[config.mk]
export PLATFORM = sky130hd
export DESIGN_NAME = pipe_stage_buf
export DESIGN_NICKNAME = d
export VERILOG_FILES = /design/src/rtl/pipe_stage_buf.sv
export SDC_FILE = /design/constraint.sdc
export NUM_CORES = 1
export LEC_CHECK = 0
export CAP_MARGIN = 20
export CORE_MARGIN = 8
export CORE_UTILIZATION = 42
export DETAILED_ROUTE_END_ITERATION = 10
export GPL_TIMING_DRIVEN = 1
export HOLD_SLACK_MARGIN = 0.12
export PLACE_DENSITY = 0.8
export SETUP_SLACK_MARGIN = 0.3
export SLEW_MARGIN = 40
export SYNTH_ARGS = -nofsm -noshare
export SYNTH_HDL_FRONTEND = slang
export SYNTH_SLANG_ARGS = --single-unit
[constraint.sdc]
create_clock -name Clk -period 3.4 [get_ports Clk]
set_clock_uncertainty 0.2 [all_clocks]
set_input_delay 0.68 -clock Clk [delete_from_list [all_inputs] [get_ports Clk]]
set_output_delay 0.68 -clock Clk [all_outputs]
set_load 0.1 [all_outputs]
[src/rtl/pipe_stage_buf.sv]
// ----------------------------------------------------------------------------
// pipe_stage_buf
//   Generic pipeline stage register with a valid/ready handshake, hold (stall)
//   and flush control, and a saturating stall-cycle counter. It carries an
//   opaque DATA_WIDTH-bit payload between two pipeline stages.
//
//   Build option: define PIPE_STAGE_SKID_EN to add a second (skid) entry.
//   InReady then comes straight from a register, with no combinational path
//   from OutReady. Without it the stage has a single entry and InReady passes
//   OutReady through combinationally.
//
// Ports
//   Clk                in   rising-edge clock
//   Rst                in   asynchronous active-high reset
//   InValid            in   upstream payload valid
//   InReady            out  stage can accept the upstream payload
//   InData             in   upstream payload
//   OutValid           out  downstream payload valid
//   OutReady           in   downstream accepts the payload
//   OutData            out  downstream payload (main entry register)
//   HoldFlagFromCtrl   in   stall: freeze every entry
//   FlushFlagFromCtrl  in   flush: invalidate every entry (beats hold)
//   Occupancy          out  number of valid entries (0..2)
//   StallCnt           out  saturating count of stalled cycles
// ----------------------------------------------------------------------------
module pipe_stage_buf #(
    parameter int                    DATA_WIDTH  = 64,
    parameter logic [DATA_WIDTH-1:0] RESET_VALUE = '0,
    parameter int                    CNT_WIDTH   = 16
) (
    input  logic                  Clk,
    input  logic                  Rst,
    input  logic                  InValid,
    output logic                  InReady,
    input  logic [DATA_WIDTH-1:0] InData,
    output logic                  OutValid,
    input  logic                  OutReady,
    output logic [DATA_WIDTH-1:0] OutData,
    input  logic                  HoldFlagFromCtrl,
    input  logic                  FlushFlagFromCtrl,
    output logic [1:0]            Occupancy,
    output logic [CNT_WIDTH-1:0]  StallCnt
);

    localparam logic [CNT_WIDTH-1:0] CNT_ONE = {{(CNT_WIDTH-1){1'b0}}, 1'b1};

    logic                  main_valid;
    logic [DATA_WIDTH-1:0] main_data;
    logic [CNT_WIDTH-1:0]  stall_cnt;
    logic                  gate;
    logic                  in_xfer;
    logic                  out_xfer;

    // Hold or flush blocks both handshakes, so no transfer happens that cycle.
    assign gate     = HoldFlagFromCtrl | FlushFlagFromCtrl;
    assign OutValid = main_valid & ~gate;
    assign OutData  = main_data;
    assign in_xfer  = InValid & InReady;
    assign out_xfer = OutValid & OutReady;
    assign StallCnt = stall_cnt;

`ifdef PIPE_STAGE_SKID_EN
    logic                  skid_valid;
    logic [DATA_WIDTH-1:0] skid_data;

    // Ready depends only on a register, so upstream timing does not see OutReady.
    assign InReady   = ~skid_valid & ~gate;
    assign Occupancy = {1'b0, main_valid} + {1'b0, skid_valid};

    // State is implied by the valid bits: EMPTY (none), BUSY (main), FULL (both).
    always_ff @(posedge Clk or posedge Rst) begin
        if (Rst) begin
            main_valid <= 1'b0;
            main_data  <= RESET_VALUE;
            skid_valid <= 1'b0;
            skid_data  <= RESET_VALUE;
        end else if (FlushFlagFromCtrl) begin
            main_valid <= 1'b0;
            main_data  <= RESET_VALUE;
            skid_valid <= 1'b0;
            skid_data  <= RESET_VALUE;
        end else if (!HoldFlagFromCtrl) begin
            if (skid_valid) begin
                // FULL: InReady is low, so only a drain can happen here.
                if (out_xfer) begin
                    main_data  <= skid_data;
                    skid_valid <= 1'b0;
                end
            end else if (main_valid) begin
                if (in_xfer && out_xfer) begin
                    main_data <= InData;
                end else if (in_xfer) begin
                    skid_data  <= InData;
                    skid_valid <= 1'b1;
                end else if (out_xfer) begin
                    main_valid <= 1'b0;
                end
            end else if (in_xfer) begin
                main_data  <= InData;
                main_valid <= 1'b1;
            end
        end
    end
`else
    // Single entry: a full stage can accept only while it drains.
    assign InReady   = (~main_valid | OutReady) & ~gate;
    assign Occupancy = {1'b0, main_valid};

    always_ff @(posedge Clk or posedge Rst) begin
        if (Rst) begin
            main_valid <= 1'b0;
            main_data  <= RESET_VALUE;
        end else if (FlushFlagFromCtrl) begin
            main_valid <= 1'b0;
            main_data  <= RESET_VALUE;
        end else if (!HoldFlagFromCtrl) begin
            if (in_xfer) begin
                main_data  <= InData;
                main_valid <= 1'b1;
            end else if (out_xfer) begin
                main_valid <= 1'b0;
            end
        end
    end
`endif

    // Counts every edge that finds a payload sitting in main without leaving,
    // held cycles included. The flush edge does not count, and flush never
    // clears the counter.
    always_ff @(posedge Clk or posedge Rst) begin
        if (Rst) begin
            stall_cnt <= '0;
        end else if (!FlushFlagFromCtrl && main_valid && !out_xfer && stall_cnt != '1) begin
            stall_cnt <= stall_cnt + CNT_ONE;
        end
    end

endmodule

==> results of run 1 <==
placed cells by master (no fill, tap or decap), drive strengths merged, types with 2 or more instances in the layout:
cell / instances
and2: 2
nand4: 4
clkdlybuf4s50: 69
bufinv: 2
and4: 2
nor4b: 3
nor3: 8
mux2: 2
nand2: 136
nor4: 3
nand3b: 65
dfrtp: 81
buf: 89
nor2: 5
nand2b: 2
clkinv: 2
xor2: 13
clkbuf: 10
and3: 2
nand3: 5
inv: 3
synthesized netlist by cell type:
master	instances	area (µm²)
buf_4	2	15.0
and4_4	1	11.3
nor4b_2	3	45.0
and3_4	1	11.3
nand2_1	136	510
ha_1	1	12.5
nor3_1	8	40.0
mux2_1	1	11.3
and4_1	1	8.76
nor4_2	2	25.0
clkbuf_1	9	33.8
and3_1	1	6.26
buf_1	5	18.8
conb_1	1	3.75
buf_2	8	40.0
nor3b_1	1	7.51
xnor2_1	1	8.76
buf_6	1	11.3
nand2b_1	2	12.5
mux2_2	1	11.3
nor4_1	1	6.26
xor2_1	13	114
and2_1	2	12.5
and4bb_4	1	16.3
nand3b_1	65	488
nand3_1	5	25.0
nand4_2	1	12.5
inv_1	2	7.51
nand4_1	3	18.8
dfrtp_1	81	2030
nor2_1	5	18.8
final cells by class:
| class | instances | area [µm²] |
|---|---|---|
| fillers | 681 | 3010 |
| flip-flops and latches | 81 | 2030 |
| multi-input cells | 257 | 1440 |
| repair buffers | 158 | 1410 |
| clock buffers | 10 | 138 |
| well taps | 105 | 131 |
| clock inverters | 6 | 90.1 |
| inverters | 2 | 10.0 |
power breakdown:
part	internal [µW]	leakage [µW]	total, µW	switching [µW]
clock network	436	0.000113	789	353
registers	1020	0.00109	1080	53.3
logic	207	0.00153	818	611
total	1670	0.00274	2680	1020
layer usage:
| layer | global-route usage [%] | vias up | share of wire [%] |
|---|---|---|---|
| li1 | - | 1481 | - |
| met1 | 20.8 | 1447 | 40 |
| met2 | 30.0 | 103 | 51 |
| met3 | 4.10 | 19 | 6.2 |
| met4 | 8.80 | 0 | 2.7 |
| met5 | 0 | - | 0 |
state kept, by name, indices dropped and copies added (netlist names):
name and count:
OutData 64, StallCnt 16, main_valid 1
worst min-delay path by stage:
| stage | cells past startpoint | slack [ns] | to |
|---|---|---|---|
| after floorplan | 2 | 0.59 | OutData[0] |
| after global placement | 1 | 0.29 | StallCnt[15] |
| after detailed placement | 2 | 0.30 | OutData[27] |
| after CTS | 1 | 0.32 | StallCnt[13] |
| after global routing | 1 | 0.34 | StallCnt[13] |
| final | 2 | 0.32 | OutData[40] |
critical path: stages:
cell and delay, ns:
clkdlybuf4s50_1 0.43, nor2_1 0.22, and2_1 0.22, buf_12 0.19
through the flow:
stage / instance area, µm² / hold slack [ns] / std cells / worst slack [ns] / total power (µW)
after floorplan: 3590 / 0.585 / 365 / 0.440 / 1670
after global placement: 5020 / 0.287 / 603 / 0.679 / 1910
after detailed placement: 5020 / 0.297 / 603 / 0.653 / 1920
after CTS: 5250 / 0.321 / 619 / 0.783 / 2720
after global routing: 5250 / 0.340 / 619 / 0.733 / 2790
final: 5250 / 0.316 / 619 / 0.785 / 2680
cell families after synthesis:
family | Yosys count
flip-flops | 81
buffers and inverters | 27
XOR/XNOR | 14
adder cells (fa/ha/maj) | 1
other | 1
multiplexers | 2
AND/OR/NAND/NOR | 239
==> results_dict.tcl, run 1 <==
set metrics [dict create \
    synth_mux_area_share_pct 0.627 \
    cts_tree "yes" \
    die_height_um 108 \
    hpwl_um 7470 \
    h-tree-depth 3 \
    rr_worst_depth 5 \
    syn_nets 436 \
    endpoint_kind "output pin" \
    relSlewSlack_pct 61.9 \
    avgSynthCellArea_um2 9.84 \
    maxSlewViolCount 0 \
    synthCells 365 \
    netlist-cell-type-count 31 \
    synth_top_family_by_area "simple AND/OR/NAND/NOR gates" \
    cts.repair.resized 0 \
    worstReg2RegEnd "StallCnt[1]" \
    tightest_slew_ns 0.571 \
    yosys.area_share.simple_pct 35.5 \
    fin_util_pct 63.6 \
    cts_buffer_depth 2 \
    drt_iter0_markers 121 \
    die_w_um 108 \
    setup_tns_ns 0 \
    synthAdderAreaFrac_pct 0.348 \
    post-cts-setup-buffers 0 \
    crit_start "FlushFlagFromCtrl" \
    setup.reg_to_reg.worst_slack_ns 1.38 \
    outcome "completed" \
    timing.fmax_ghz 0.382 \
    critical_path_class "in2out" \
    hp-start "OutData[40]" \
    clock_latency_ns 0.34 \
    portBuffers 152 \
    dr.pass1.iters 4 \
    cp.arrival_ns 1.73 \
    synth_area_um2 3590 \
    cts_root_buffer "clkbuf_8" \
    hold_viol_final 0 \
    worstReg2RegStart "StallCnt[0]" \
    routabilityCongestion 0.786 \
    endpoint "InReady" \
    hold_class "reg2reg" \
    min_period_ns 2.61 \
    antenna_found_initial 0 \
    synth.ff_latch_count 81 \
    startpoint_type "input port" \
    powerDensity_nw_per_um2 511 \
    grt_max_degree 66 \
    synth_compound_area_share_pct 0 \
    dieArea_um2 11800 \
    yosys_warnings 0 \
    rows 33 \
    route.antenna.remaining_nets 0 \
    grt_pass1_vias 3277 \
    cts_hold_buffers 0 \
    finalNetCount 580 \
    p_leak_uw 0.00274 \
    grt_overflow 0 \
    io_pins 154 \
    rsz0062_at_grt "false" \
    synthXorXnorAreaFrac_pct 3.41 \
    crit_fanout 4 \
    avgRoutedWirePerCell_um 16.5 \
    numCtsBuffers 9 \
    syn_to_final_growth_pct 46.2 \
    grt_pass1_wl_um 16600 \
    initial_utilization_pct 43.5 \
    diodes 0 \
    via_count 3050 \
    maxCapViolations 0 \
    track_usage_pct 17.8 \
    avgViaCountPerCell 4.93 \
    finalSetupViolCount 0 \
    peakVddDrop_uv 251 \
    finalCritPeriodShare_pct 76.9 \
    drive_gt1_share_pct 23.0 \
    clkSlewWorstSetupHoldPaths_ns 0.08 \
    cts_sinks 81 \
    drc 0 \
    wl_um 10200 \
    ys_seq_area_share_pct 56.4 \
    core_um2 8260 \
    cp.required_ns 2.52 \
]
Power figures use the tool's default switching activity.
==> run 2, diff against run 1 <==
--- a/config.mk
+++ b/config.mk
@@ -7,11 +7,11 @@
 export LEC_CHECK = 0
 export CAP_MARGIN = 20
 export CORE_MARGIN = 8
-export CORE_UTILIZATION = 42
+export CORE_UTILIZATION = 38
 export DETAILED_ROUTE_END_ITERATION = 10
 export GPL_TIMING_DRIVEN = 1
 export HOLD_SLACK_MARGIN = 0.12
-export PLACE_DENSITY = 0.8
+export PLACE_DENSITY = 0.76
 export SETUP_SLACK_MARGIN = 0.3
 export SLEW_MARGIN = 40
 export SYNTH_ARGS = -nofsm -noshare
==> constraint.sdc (replaced) <==
create_clock -name Clk -period 2.23 [get_ports Clk]
set_clock_uncertainty 0.2 [all_clocks]
set_input_delay 0.446 -clock Clk [delete_from_list [all_inputs] [get_ports Clk]]
set_output_delay 0.446 -clock Clk [all_outputs]
set_load 0.1 [all_outputs]
==> run 2 against run 1 <==
Die area up 8.9%. Clock-buffer cell count up 1. Combinational power up 67%. Cell count up 2.3%. Utilization down 4.7 points. Worst setup slack worse by 0.43 ns. Largest cell class unchanged. Highest routed layer unchanged.
==> results_dict.tcl, run 2 (synthesized netlist as in run 1, its figures left out) <==
set metrics [dict create \
    powerDensity_nw_per_um2 753 \
    avgViaCountPerCell 4.91 \
    finalNetCount 588 \
    final_common_cell "nand2_1" \
    antenna_found_initial 0 \
    clkSlewWorstSetupHoldPaths_ns 0.08 \
    h-tree-depth 3 \
    diodes 0 \
    crit_start "StallCnt[1]" \
    maxCapViolations 0 \
    timing.fmax_ghz 0.532 \
    worstReg2RegEnd "StallCnt[1]" \
    worstPathCellList "ha_4 > and4_4 > and4bb_4 > nor2_4 > mux2_1" \
    avgRoutedWirePerCell_um 16.3 \
    die_w_um 113 \
    final_cell_mix "136 x nand2_1, 87 x buf_4, 66 x clkdlybuf4s50_1, 65 x nand3b_1, 64 x dfrtp_1" \
    largest_reg_flops 64 \
    grt_pass1_wl_um 16900 \
    initial_utilization_pct 39.0 \
    hold_end "StallCnt[15]" \
    grt_overflow 0 \
    maxSlewViolCount 0 \
    rsz0062_at_grt "true" \
    hpwl_um 7350 \
    max_stage_delay_ns 0.49 \
    grt_pass1_vias 3284 \
    track_usage_pct 16.2 \
    crit_buf_inv 0 \
    peakVddDrop_uv 416 \
    finalSetupViolCount 0 \
    setup.reg_to_reg.worst_slack_ns 0.35 \
    route.antenna.remaining_nets 0 \
    drive_gt1_share_pct 28.5 \
    wl_met2_um 5040 \
    multiInputGateArea_um2 1510 \
    cts_tree "yes" \
    cp_top_family "simple AND/OR/NAND/NOR gates" \
    hp-start "StallCnt[15]" \
    drc 0 \
    p_leak_uw 0.00276 \
    worstReg2RegStart "StallCnt[1]" \
    rr_worst_depth 5 \
    tightest_slew_ns 0.522 \
    cts_root_buffer "clkbuf_8" \
    via_count 3109 \
    wl_met1_um 4380 \
    hold_viol_final 0 \
    cts_sinks 81 \
    dieArea_um2 12800 \
    fill_cells 829 \
    syn_to_final_growth_pct 50.7 \
    cts_hold_buffers 0 \
    setup_tns_ns 0 \
    worst_path_max_delay_cell "dfrtp_4" \
    routabilityCongestion 0.744 \
    hold_class "reg2reg" \
    drt_iter0_markers 172 \
    cts_buffer_depth 2 \
    whs_path_depth 1 \
    dr.pass1.iters 5 \
    fin_util_pct 58.9 \
    cp.arrival_ns 1.89 \
    grt_max_degree 43 \
    die_height_um 113 \
    relSlewSlack_pct 65.2 \
    finalCritPeriodShare_pct 84.3 \
    startpoint_type "register" \
    io_pins 154 \
    highest_layer "met4" \
    outcome "completed" \
    cp.required_ns 2.24 \
    wl_met3_um 750 \
    regArea_um2 2050 \
    rows 35 \
    portBuffers 152 \
    core_um2 9200 \
    hold_slack_ns 0.289 \
    crit_fanout 6 \
    clock_latency_ns 0.33 \
    wl_um 10300 \
    numCtsBuffers 9 \
    critical_path_class "reg2reg" \
    min_period_ns 1.88 \
    endpoint_kind "register" \
]
[run 2: cell types whose count changed in the layout (fill, tap and decap cells not counted), moves of 3 or more]
cell,before,now
buf_12,4,9
clkdlybuf4s50_1,69,66
dfrtp_1,81,64
dfrtp_2,0,15
[run 2: metrics by stage]
step / cell area (µm²) / std cells / total power [µW] / setup slack (ns)
finish: 5410 / 633 / 4080 / 0.351
floorplan: 3640 / 365 / 2580 / 0.154
detailed placement: 5160 / 613 / 3030 / 0.0560
CTS: 5400 / 633 / 4120 / 0.311
global placement: 5160 / 613 / 3010 / 0.0596
global route: 5410 / 633 / 4260 / 0.282
[run 2: cell type report]
type                            instances  share of cell area (%)
Sequential cell                        81                    37.9
Tap cell                              111                    2.57
Multi-Input combinational cell        258                    27.8
Inverter                                2                   0.208
Clock inverter                          5                    1.04
Timing Repair Buffer                  165                    28.0
Clock buffer                           11                    2.43
[run 2: what timing repair did]
action,in CTS,in global routing
setup endpoints to repair,4,5
gates cloned,1,0
setup buffers,3,0
gates resized for setup,7,2
pin swaps,2,3
[run 2: how the worst max path moves through the flow]
stage                   end  depth (start not counted)
2_1_floorplan  StallCnt[13]                          6
3_3_place_gp        InReady                          4
3_5_place_dp    StallCnt[1]                          6
4_1_cts         StallCnt[1]                          5
5_1_grt         StallCnt[9]                          5
6_report        StallCnt[1]                          5
[run 2: metal layers]
layer | vias to the layer above | track usage, %
met5 | - | 0
met1 | 1494 | 19.7
li1 | 1494 | -
met4 | 0 | 4.62
met2 | 111 | 26.4
met3 | 10 | 5.91
[run 2: worst register-to-register path: stages (launching register included)]
cell      delay [ns]
dfrtp_4         0.49
ha_4            0.17
and4_4          0.21
and4bb_4        0.25
nor2_4          0.11
mux2_1          0.33
[run 2: power breakdown]
group          internal (µW)  switching [µW]
clock                    518             536
sequential              1580            77.9
combinational            406             962
total                   2500            1580
==> run 3, diff against run 2 <==
==> constraint.sdc (replaced) <==
create_clock -name Clk -period 1.7 [get_ports Clk]
set_clock_uncertainty 0.2 [all_clocks]
set_input_delay 0.34 -clock Clk [delete_from_list [all_inputs] [get_ports Clk]]
set_output_delay 0.34 -clock Clk [all_outputs]
set_load 0.1 [all_outputs]
==> run 3 against run 2 <==
The flow now finishes with violations (setup timing). Sequential share of layout area is 8.0 points lower. Cell area is 32% higher. Cell count is 8.8% higher. Combinational power is 70% higher. Worst hold slack worse by 0.059 ns. Critical path type unchanged.
==> results_dict.tcl, run 3 (synthesized netlist as in run 1, its figures left out) <==
set metrics [dict create \
    outcome "finished, violations left" \
    violations "setup timing" \
    final_cell_mix "136 x nand2_1, 89 x buf_12, 75 x dfrtp_2, 66 x clkdlybuf4s50_1, 65 x nand3b_1" \
    powerDensity_nw_per_um2 852 \
    finalSetupViolCount 20 \
    worst_slack_ns -0.204 \
    grt_pass1_wl_um 19900 \
    maxCapViolations 0 \
    die_height_um 113 \
    numCtsBuffers 9 \
    cts_tree "yes" \
    syn_to_final_growth_pct 99.1 \
    fill_cells 558 \
    maxSlewViolCount 0 \
    finalCritPeriodShare_pct 112 \
    largest_reg_flops 64 \
    finalNetCount 644 \
    drive_gt1_share_pct 48.4 \
    hold_viol_final 0 \
    fin_cells 689 \
    final_common_cell "nand2_1" \
    wl_um 12500 \
    place_inst 642 \
    track_usage_pct 19.6 \
    via_count 3382 \
    core_um2 9200 \
    dr.pass1.iters 6 \
    power_frac_seq_pct 36.7 \
    hold_slack_ns 0.230 \
    cp.required_ns 1.76 \
    cp.arrival_ns 1.97 \
    diodes 0 \
    grt_max_degree 63 \
    drt_iter0_markers 135 \
    regArea_um2 2140 \
    clock_latency_ns 0.34 \
    hold_class "in2async" \
    critical_path_class "reg2reg" \
    die_w_um 113 \
    startpoint_type "register" \
    clkSlewWorstSetupHoldPaths_ns 0.09 \
    io_pins 154 \
    avgRoutedWirePerCell_um 18.2 \
    dieArea_um2 12800 \
    peakVddDrop_uv 636 \
    clkPwrFrac_pct 25.0 \
    cts_sinks 81 \
    antenna_found_initial 0 \
    drc 0 \
    sw_frac_of_total_pct 36.1 \
    grt_pass1_vias 3729 \
    crit_fanout 5 \
    routabilityCongestion 0.792 \
    hpwl_um 8740 \
    multiInputGateArea_um2 1650 \
    combinationalPowerShare_pct 38.3 \
    portBuffers 152 \
    cts_buffer_depth 2 \
    h-tree-depth 3 \
    initial_utilization_pct 39.0 \
    rsz0062_at_grt "true" \
    grt_overflow 0 \
    p_switching_uw 2200 \
    p_leak_uw 0.00326 \
    rows 35 \
    internal_power_uw 3890 \
    setup_tns_ns -1.94 \
    cts_root_buffer "clkbuf_8" \
    min_period_ns 1.90 \
    timing.fmax_ghz 0.525 \
    avgViaCountPerCell 4.91 \
    endpoint_kind "register" \
    route.antenna.remaining_nets 0 \
]
## run 3: routing by layer
layer  up-vias  global-route usage [%]  routed length [µm]
met1      1649                    21.2                4590
met5         -                       0                   0
met3        19                    6.92                 953
met4         0                    5.95                 250
met2       107                    35.0                6720
li1       1607                       -                   -
## run 3: final cells by class
class                      instances  share of cell area [%]
clock inverter                     6                    1.16
multi-input combinational        258                    23.0
tap                              111                    1.94
clock buffer                      10                    1.79
inverter                           2                   0.158
timing repair buffer             221                    42.0
sequential                        81                    29.9
## run 3: path summary, 6_finish.rpt
kind | slack, ns | endpoint | cells after the start | startpoint
min in group Clk | 0.32 | OutData[29] | 3 | InData[29]
hold / removal | 0.23 | OutData[53] | 3 | Rst
hold reg to reg | 0.35 | OutData[39] | 2 | OutData[39]
setup / recovery | -0.20 | StallCnt[13] | 6 | StallCnt[0]
max in group asynchronous | 0.75 | StallCnt[0] | 3 | Rst
setup reg to reg | -0.20 | StallCnt[13] | 6 | StallCnt[0]
## run 3: power by group through the flow
stage,clock network (µW),registers (µW),logic (µW)
2_1_floorplan,0,3140,282
3_3_place_gp,0,2250,2130
3_5_place_dp,0,2260,2150
4_1_cts,1550,2230,2250
5_1_grt,1640,2250,2430
6_report,1520,2230,2330
## run 3: repair_timing
item / 4_1_cts / 5_1_grt
buffers inserted: 16 / 14
cloned: 1 / 0
pin swaps: 11 / 13
hold buffers: 0 / 0
setup endpoints to repair: 164 / 164
resized for setup: 34 / 8
## run 3: worst max-delay path, cell delays in order, from the launching register on
cell	delay, ns
dfrtp_4	0.50
ha_4	0.17
and4_4	0.20
and4bb_4	0.24
buf_12	0.14
nor4b_4	0.22
xor2_1	0.16
## run 3: metrics by stage
step | cell area (µm²) | setup slack [ns] | total power [µW] | utilization (%)
final | 7150 | -0.204 | 6090 | 77.7
after global routing | 7150 | -0.254 | 6320 | 77.7
after CTS | 6990 | -0.202 | 6030 | 76.0
after detailed placement | 6500 | -0.372 | 4420 | 70.7
after global placement | 6500 | -0.330 | 4380 | 70.7
after floorplan | 3790 | -0.341 | 3420 | -
